## src/rtl/sc_stream_decoder.sv

```systemverilog
// Stochastic-to-binary converter: skips a programmable number of settling
// cycles, then counts ones over a 2^WIDTH-cycle window and hands the count off.
module sc_stream_decoder #(
    parameter int WIDTH  = 8,
    parameter int SKIP_W = 4
) (
    input  logic              clk,
    input  logic              rst_n,
    input  logic              start,
    input  logic [SKIP_W-1:0] skip,
    input  logic              bit_in,
    output logic              busy,
    output logic [WIDTH-1:0]  result,
    output logic              saturated,
    output logic              result_valid,
    input  logic              result_ready
);

    typedef enum logic [1:0] {
        IDLE = 2'd0,
        SKIP = 2'd1,
        ACC  = 2'd2,
        HOLD = 2'd3
    } state_t;

    // 2^WIDTH: both the window length and the only ones count that saturates.
    localparam logic [WIDTH:0] FULL = {1'b1, {WIDTH{1'b0}}};

    state_t            state_reg, state_next;
    logic [SKIP_W-1:0] skip_cnt_reg, skip_cnt_next;
    logic [WIDTH:0]    ones_cnt_reg, ones_cnt_next;
    logic [WIDTH:0]    win_cnt_reg, win_cnt_next;
    logic [WIDTH-1:0]  result_reg, result_next;
    logic              saturated_reg, saturated_next;
    logic              valid_reg, valid_next;

    always_ff @(posedge clk or negedge rst_n) begin
        if (!rst_n) begin
            state_reg     <= IDLE;
            skip_cnt_reg  <= '0;
            ones_cnt_reg  <= '0;
            win_cnt_reg   <= '0;
            result_reg    <= '0;
            saturated_reg <= 1'b0;
            valid_reg     <= 1'b0;
        end else begin
            state_reg     <= state_next;
            skip_cnt_reg  <= skip_cnt_next;
            ones_cnt_reg  <= ones_cnt_next;
            win_cnt_reg   <= win_cnt_next;
            result_reg    <= result_next;
            saturated_reg <= saturated_next;
            valid_reg     <= valid_next;
        end
    end

    always_comb begin
        state_next     = state_reg;
        skip_cnt_next  = skip_cnt_reg;
        ones_cnt_next  = ones_cnt_reg;
        win_cnt_next   = win_cnt_reg;
        result_next    = result_reg;
        saturated_next = saturated_reg;
        valid_next     = valid_reg;

        case (state_reg)
            IDLE: begin
                if (start) begin
                    skip_cnt_next = skip;
                    ones_cnt_next = '0;
                    win_cnt_next  = '0;
                    state_next    = (skip != '0) ? SKIP : ACC;
                end
            end
            SKIP: begin
                skip_cnt_next = skip_cnt_reg - 1'b1;
                if (skip_cnt_reg == SKIP_W'(1)) begin
                    state_next = ACC;
                end
            end
            ACC: begin
                ones_cnt_next = ones_cnt_reg + {{WIDTH{1'b0}}, bit_in};
                win_cnt_next  = win_cnt_reg + (WIDTH+1)'(1);
                // The edge sampling the last bit of the window publishes the count.
                if (win_cnt_next == FULL) begin
                    result_next    = (ones_cnt_next == FULL) ? {WIDTH{1'b1}}
                                                             : ones_cnt_next[WIDTH-1:0];
                    saturated_next = (ones_cnt_next == FULL);
                    valid_next     = 1'b1;
                    state_next     = HOLD;
                end
            end
            HOLD: begin
                if (result_ready) begin
                    valid_next = 1'b0;
                    state_next = IDLE;
                end
            end
            default: state_next = IDLE;
        endcase
    end

    assign busy         = (state_reg != IDLE);
    assign result       = result_reg;
    assign saturated    = saturated_reg;
    assign result_valid = valid_reg;

endmodule

```

## config.mk

```make
export PLATFORM = sky130hd
export DESIGN_NAME = sc_stream_decoder
export DESIGN_NICKNAME = d
export VERILOG_FILES = /design/src/rtl/sc_stream_decoder.sv
export SDC_FILE = /design/constraint.sdc
export NUM_CORES = 1
export LEC_CHECK = 0
export ABC_AREA = 1
export CORE_ASPECT_RATIO = 1.2
export CORE_MARGIN = 4
export CORE_UTILIZATION = 30
export CTS_CLUSTER_SIZE = 12
export DETAILED_ROUTE_END_ITERATION = 8
export PLACE_DENSITY = 0.45
export SLEW_MARGIN = 20
export SYNTH_ARGS = -nofsm -noshare
export SYNTH_HDL_FRONTEND = slang
export SYNTH_SLANG_ARGS = --single-unit
```

## constraint.sdc

```tcl
create_clock -name clk -period 5.01 [get_ports clk]
set_input_delay 0.501 -clock clk [delete_from_list [all_inputs] [get_ports clk]]
set_output_delay 0.501 -clock clk [all_outputs]
set_load 0.005 [all_outputs]
```

# Yosys cells after proc, flatten, opt, wreduce, memory -nomap -nowiden
# Cells that the tools add are included.
dict set report word_totals {
  in_bits 9
  n_memories 0
  latchBits 0
  output_inout_bits 11
  wordCells 46
  mem_bits_rw 0
  ff_bits 34
  mem_bits_ro 0
}
dict set report op_classes {
  add_sub_neg 3
  mul 0
  n_reduce_logical 11
  order_cmp 0
  shifts 0
  eq_ne 10
  div_mod_pow 0
  n_bitwise 0
  mux 15
}
# op n
set op_table {}
lappend op_table {{case mux 9 bit (2 select lines)} 2}
lappend op_table {{equality test 9 bit (second input constant)} 2}
lappend op_table {{2-to-1 mux 2 bit} 5}
lappend op_table {{adder 9 x 1 -> 9 bit} 1}
lappend op_table {{adder 9 x 1 -> 9 bit (second input constant)} 1}
lappend op_table {{2-to-1 mux 9 bit} 1}
lappend op_table {{2-to-1 mux 8 bit} 1}
lappend op_table {{inequality test 2 bit (second input constant)} 4}
lappend op_table {{case mux 2 bit (4 select lines)} 1}
lappend op_table {{case mux 4 bit (2 select lines)} 1}
lappend op_table {{nonzero test 2 bit} 4}
lappend op_table {{AND reduction 2 bit} 3}
lappend op_table {{equality test 2 bit (second input constant)} 2}
lappend op_table {{equality test 4 x 1 -> 1 bit (second input constant)} 1}
lappend op_table {{2-to-1 mux 4 bit} 1}
lappend op_table {{AND reduction 4 bit} 1}
lappend op_table {{nonzero test 4 bit} 1}
lappend op_table {{subtractor 4 x 1 -> 4 bit (second input constant)} 1}
lappend op_table {{AND reduction 3 bit} 1}
lappend op_table {{equality test 2 x 1 -> 1 bit (second input constant)} 1}
lappend op_table {{zero test 2 bit} 1}
lappend op_table {{2-to-1 mux 1 bit} 2}
lappend op_table {{case mux 1 bit (2 select lines)} 1}

# Depth between registers and ports, before layout
dict set report logic_depth {
  ltp_word 4
  mapped_depth 13
  ltp_nobuf 13
}

# Least setup slack after synthesis
# OpenSTA, ideal clock, no wires.
dict set report synth_path {
  path_type {input to register}
  startpoint {input port bit_in}
  endpoint {register result_reg[0] (netlist: result[0])}
  path_buffers 0
  arrival_ns 1.644
  path_stages 11
  required_ns 4.893
  setup_time_ns 0.117
  path_slack_ns 3.249
  path_cell_list {ha_1 -> ha_1 -> nand2_1 -> inv_1 -> nand3_1 -> xor2_1 -> nor2_1 -> nand2_2 -> nand2_1 -> nand2_1 -> nand2_1}
}
dict set report synth_via {
  elab_chain_len 3
}
# element line
set synth_lines {}
lappend synth_lines {{start, declared} 11} ;# input logic bit_in,
lappend synth_lines {{adder 9 x 1 -> 9 bit (*)} 82} ;# ones_cnt_next = ones_cnt_reg + {{WIDTH{1'b0}}, bit_in};
lappend synth_lines {{equality test 9 bit} 86} ;# result_next = (ones_cnt_next == FULL) ? {WIDTH{1'b1}}
lappend synth_lines {{2-to-1 mux 8 bit (*)} 86}
lappend synth_lines {{end signal, assigned} 51} ;# result_reg <= result_next;
lappend synth_lines {{end, declared} 33} ;# logic [WIDTH-1:0] result_reg, result_next;
# Every way passes the cells marked *; elsewhere a longest branch is shown, timed or not.
# A chain may end at the register's enable or synchronous reset.

# Worst setup path in the final report
dict set report layout_path {
  startpoint {input port bit_in}
  endpoint {register result_reg[3] (netlist: result[3])}
}
# The elaborated chain is that of the path after synthesis.

==> key figures <==
Clock tree
  • Clk_lat worst skew: 0.29 ns
  • Resize count post-CTS: 0
  • Clock sinks: 34
  • CTS Root Cell: clkbuf_8
  • CTS buffer count: 5
  • Clk pin slew, worst setup/hold paths: 0.07 ns
  • Setup bufs post-CTS: 0
  • CTS tree: built
  • Hold-fix buffers, CTS: 0
  • CTS HTree Levels: 2
  • Clk buf depth: 2

Timing
  • Final setup TNS: 0 ns
  • Fin crit share: 43.3%
  • Max Fclk: 461 MHz
  • Tmin final: 2.17 ns
  • Rel. slew slack: 45.4%
  • Slew @ Worst Pin: 0.820 ns
  • Slew Viols, Final: 0
  • Clk_skew: 0.00884 ns
  • Final worst slack: 2.84 ns
  • RSZ-0062 raised after global routing: false
  • Setup violators final: 0
  • Fin. Hold Viols: 0

Detailed routing
  • Vias per cell: 4.61
  • Final wirelength: 4550 um
  • Routed len/inst: 12.5 um
  • DR DRC count: 0
  • DR vias: 1679
  • Antenna Nets Post-Route: 0
  • First-pass DRT Iterations: 4
  • Starting DRT DRC Count: 38

Global route
  • Grt ovf: 0
  • GRT Util Overall: 12.8%
  • Vias in the first global route: 1686
  • First-pass GRT wire length: 7980 um
  • Largest net degree at the start of global routing: 35
  • Number of antenna violations at the first check in global routing: 0
  • M3 GR Usage: 3.62%
  • GR Util met1: 17.0%
  • Top Usage Layer GRT: met2
  • Met2 usage in global routing: 19.2%

Cells and area
  • Area growth syn-to-layout: 19.3%
  • Commonest non-fill, non-tap cell in the layout: nand2_1
  • Commonest cells after routing, fill and taps aside: nand2_1 (86), dfrtp_1 (34), inv_1 (33), o21ai_0 (19), clkdlybuf4s50_1 (18)
  • Layout cells sized above 1: 10.4%
  • Antenna fix cells: 0
  • Fin nets: 297
  • Fin util: 36.8%

Floorplan
  • Initial core utilization: 30.8%
  • Chip width: 82.3 um
  • Ports: 20
  • Die height: 97.2 um
  • Num rows: 32
  • Core Region: 6450 um2
  • Die area: 7990 um2

Synthesis
  • Post-synth EDFFs: 0
  • Area contributors post-synth: dfrtp_1 (43%), nand2_1 (16%), inv_1 (6.2%)
  • Number of synthesized register bits: 34
  • Netlist Area Pre-Place: 1990 um2
  • Synth Warn #: 0
  • Area leader, netlist: dfrtp_1
  • Post-synth ARST share: 100%
  • Syn Nets: 274
  • Synthesized netlist cell count: 256
  • Top cell type's share of synthesized area: 42.8%
  • Ys flop type: dfrtp_1
  • Unique masters post-synth: 33
  • Sequential share of the synthesized area: 42.8%
  • Average size of a mapped cell: 7.76 um2

Run
  • Max Cap Violations: 0

Hold path
  • Hold/Removal Path Class: in2async

Place
  • Number of input and output port buffers inserted: 19
  • RD Place Congestion: 0.815
  • Setup WS pre-CTS: 2.58 ns
  • Dpl hpwl: 3280 um

Setup path
  • CP Launch Type: primary input
  • CP endpoint kind: register
  • Critical path's largest stage delay: 0.48 ns
  • CP arrival: 2.34 ns
  • Most frequent CP cell: nand2_1
  • CP Max Fanout: 9
  • Crit-path cells: clkdlybuf4s50_1 > ha_1 > ha_1 > nand2_1 > inv_1 > nand2_1 > o21ai_0 > nand2_1 > nand2_1 > nor2_1 > nand2_2 > nand2_1 > nand2_1 > nand2_1
  • Req. time, crit path: 5.19 ns
  • Type of the worst setup path: in2reg
  • Worst path slowest cell: clkdlybuf4s50_1

Power and ir drop
  • PwrDens: 399 nW/um2
  • Leak: 0.00111 uW
  • Peak VDD IR: 0.237 mV

Outcome
  • Status: finished, final reports clean
==> per-stage QoR <==
step	power, uW	hold slack (ns)	instance area (um2)	std cells
2_1_floorplan	599	0.205	1990	256
3_3_place_gp	694	0.467	2260	357
3_5_place_dp	694	0.464	2260	357
4_1_cts	963	0.345	2370	364
5_1_grt	1030	0.369	2370	364
6_report	945	0.308	2370	364
==> cell families (layout without fill, tap and decap cells) <==
logic type	count (synthesis)	after routing	synth area share (%)
simple gates	132	132	29.9
compound gates	39	39	11.8
buf+inv	38	61	7.68
flops	34	34	42.8
fa+ha+maj	9	9	5.67
xor+xnor	4	4	2.14
==> Yosys cell counts, types with 2 or more instances <==
| cell | n |
|---|---|
| o21ai_0 | 19 |
| nand3_1 | 17 |
| o21ai_2 | 2 |
| nand2_1 | 86 |
| o21ai_1 | 2 |
| nand2_2 | 6 |
| a21oi_1 | 2 |
| dfrtp_1 | 34 |
| ha_1 | 9 |
| inv_1 | 33 |
| o22ai_1 | 7 |
| nor2_1 | 11 |
| xor2_1 | 3 |
| nor2_4 | 3 |
| nor2_2 | 4 |
==> path summary, 6_finish.rpt <==
path,start,end,slack (ns),cells after the start
max,bit_in,result[3],2.84,14
min,rst_n,ones_cnt_reg[7],0.31,1
max reg2reg,win_cnt_reg[0],result[3],3.16,8
min reg2reg,result[6],result[6],0.48,2
max in group asynchronous,rst_n,state_reg[1],4.18,1
min in group clk,result[6],result[6],0.48,2
==> area by class of cell <==
| class | count | area (um2) |
|---|---|---|
| Inverter | 35 | 133 |
| Clock buffer | 6 | 82.6 |
| Sequential cell | 34 | 851 |
| Fill cell | 669 | 4080 |
| Multi-Input combinational cell | 184 | 983 |
| Tap cell | 85 | 106 |
| Timing Repair Buffer | 19 | 185 |
| Clock inverter | 1 | 30.0 |
==> routing by layer <==
metal	routed length [um]	share of wire, %
met1	2210	49
met2	2130	47
met3	151	3.3
met4	57	1.3
met5	0	0
==> worst max-delay path, delay by kind of cell <==
kind | cells | cell delay, ns
and+or+nand+nor | 9 | 0.72
buffers and inverters | 2 | 0.60
adders and majority gates | 2 | 0.37
AOI/OAI and AO/OA | 1 | 0.14
==> report_power, final <==
group / internal (uW) / leakage, uW / total (uW) / switching (uW)
Combinational: 116 / 0.000636 / 330 / 215
Sequential: 317 / 0.000413 / 352 / 35.4
Clock: 159 / 0.0000573 / 263 / 104
Total: 592 / 0.00111 / 945 / 353
Note: power is estimated with default switching activity, not from simulation.
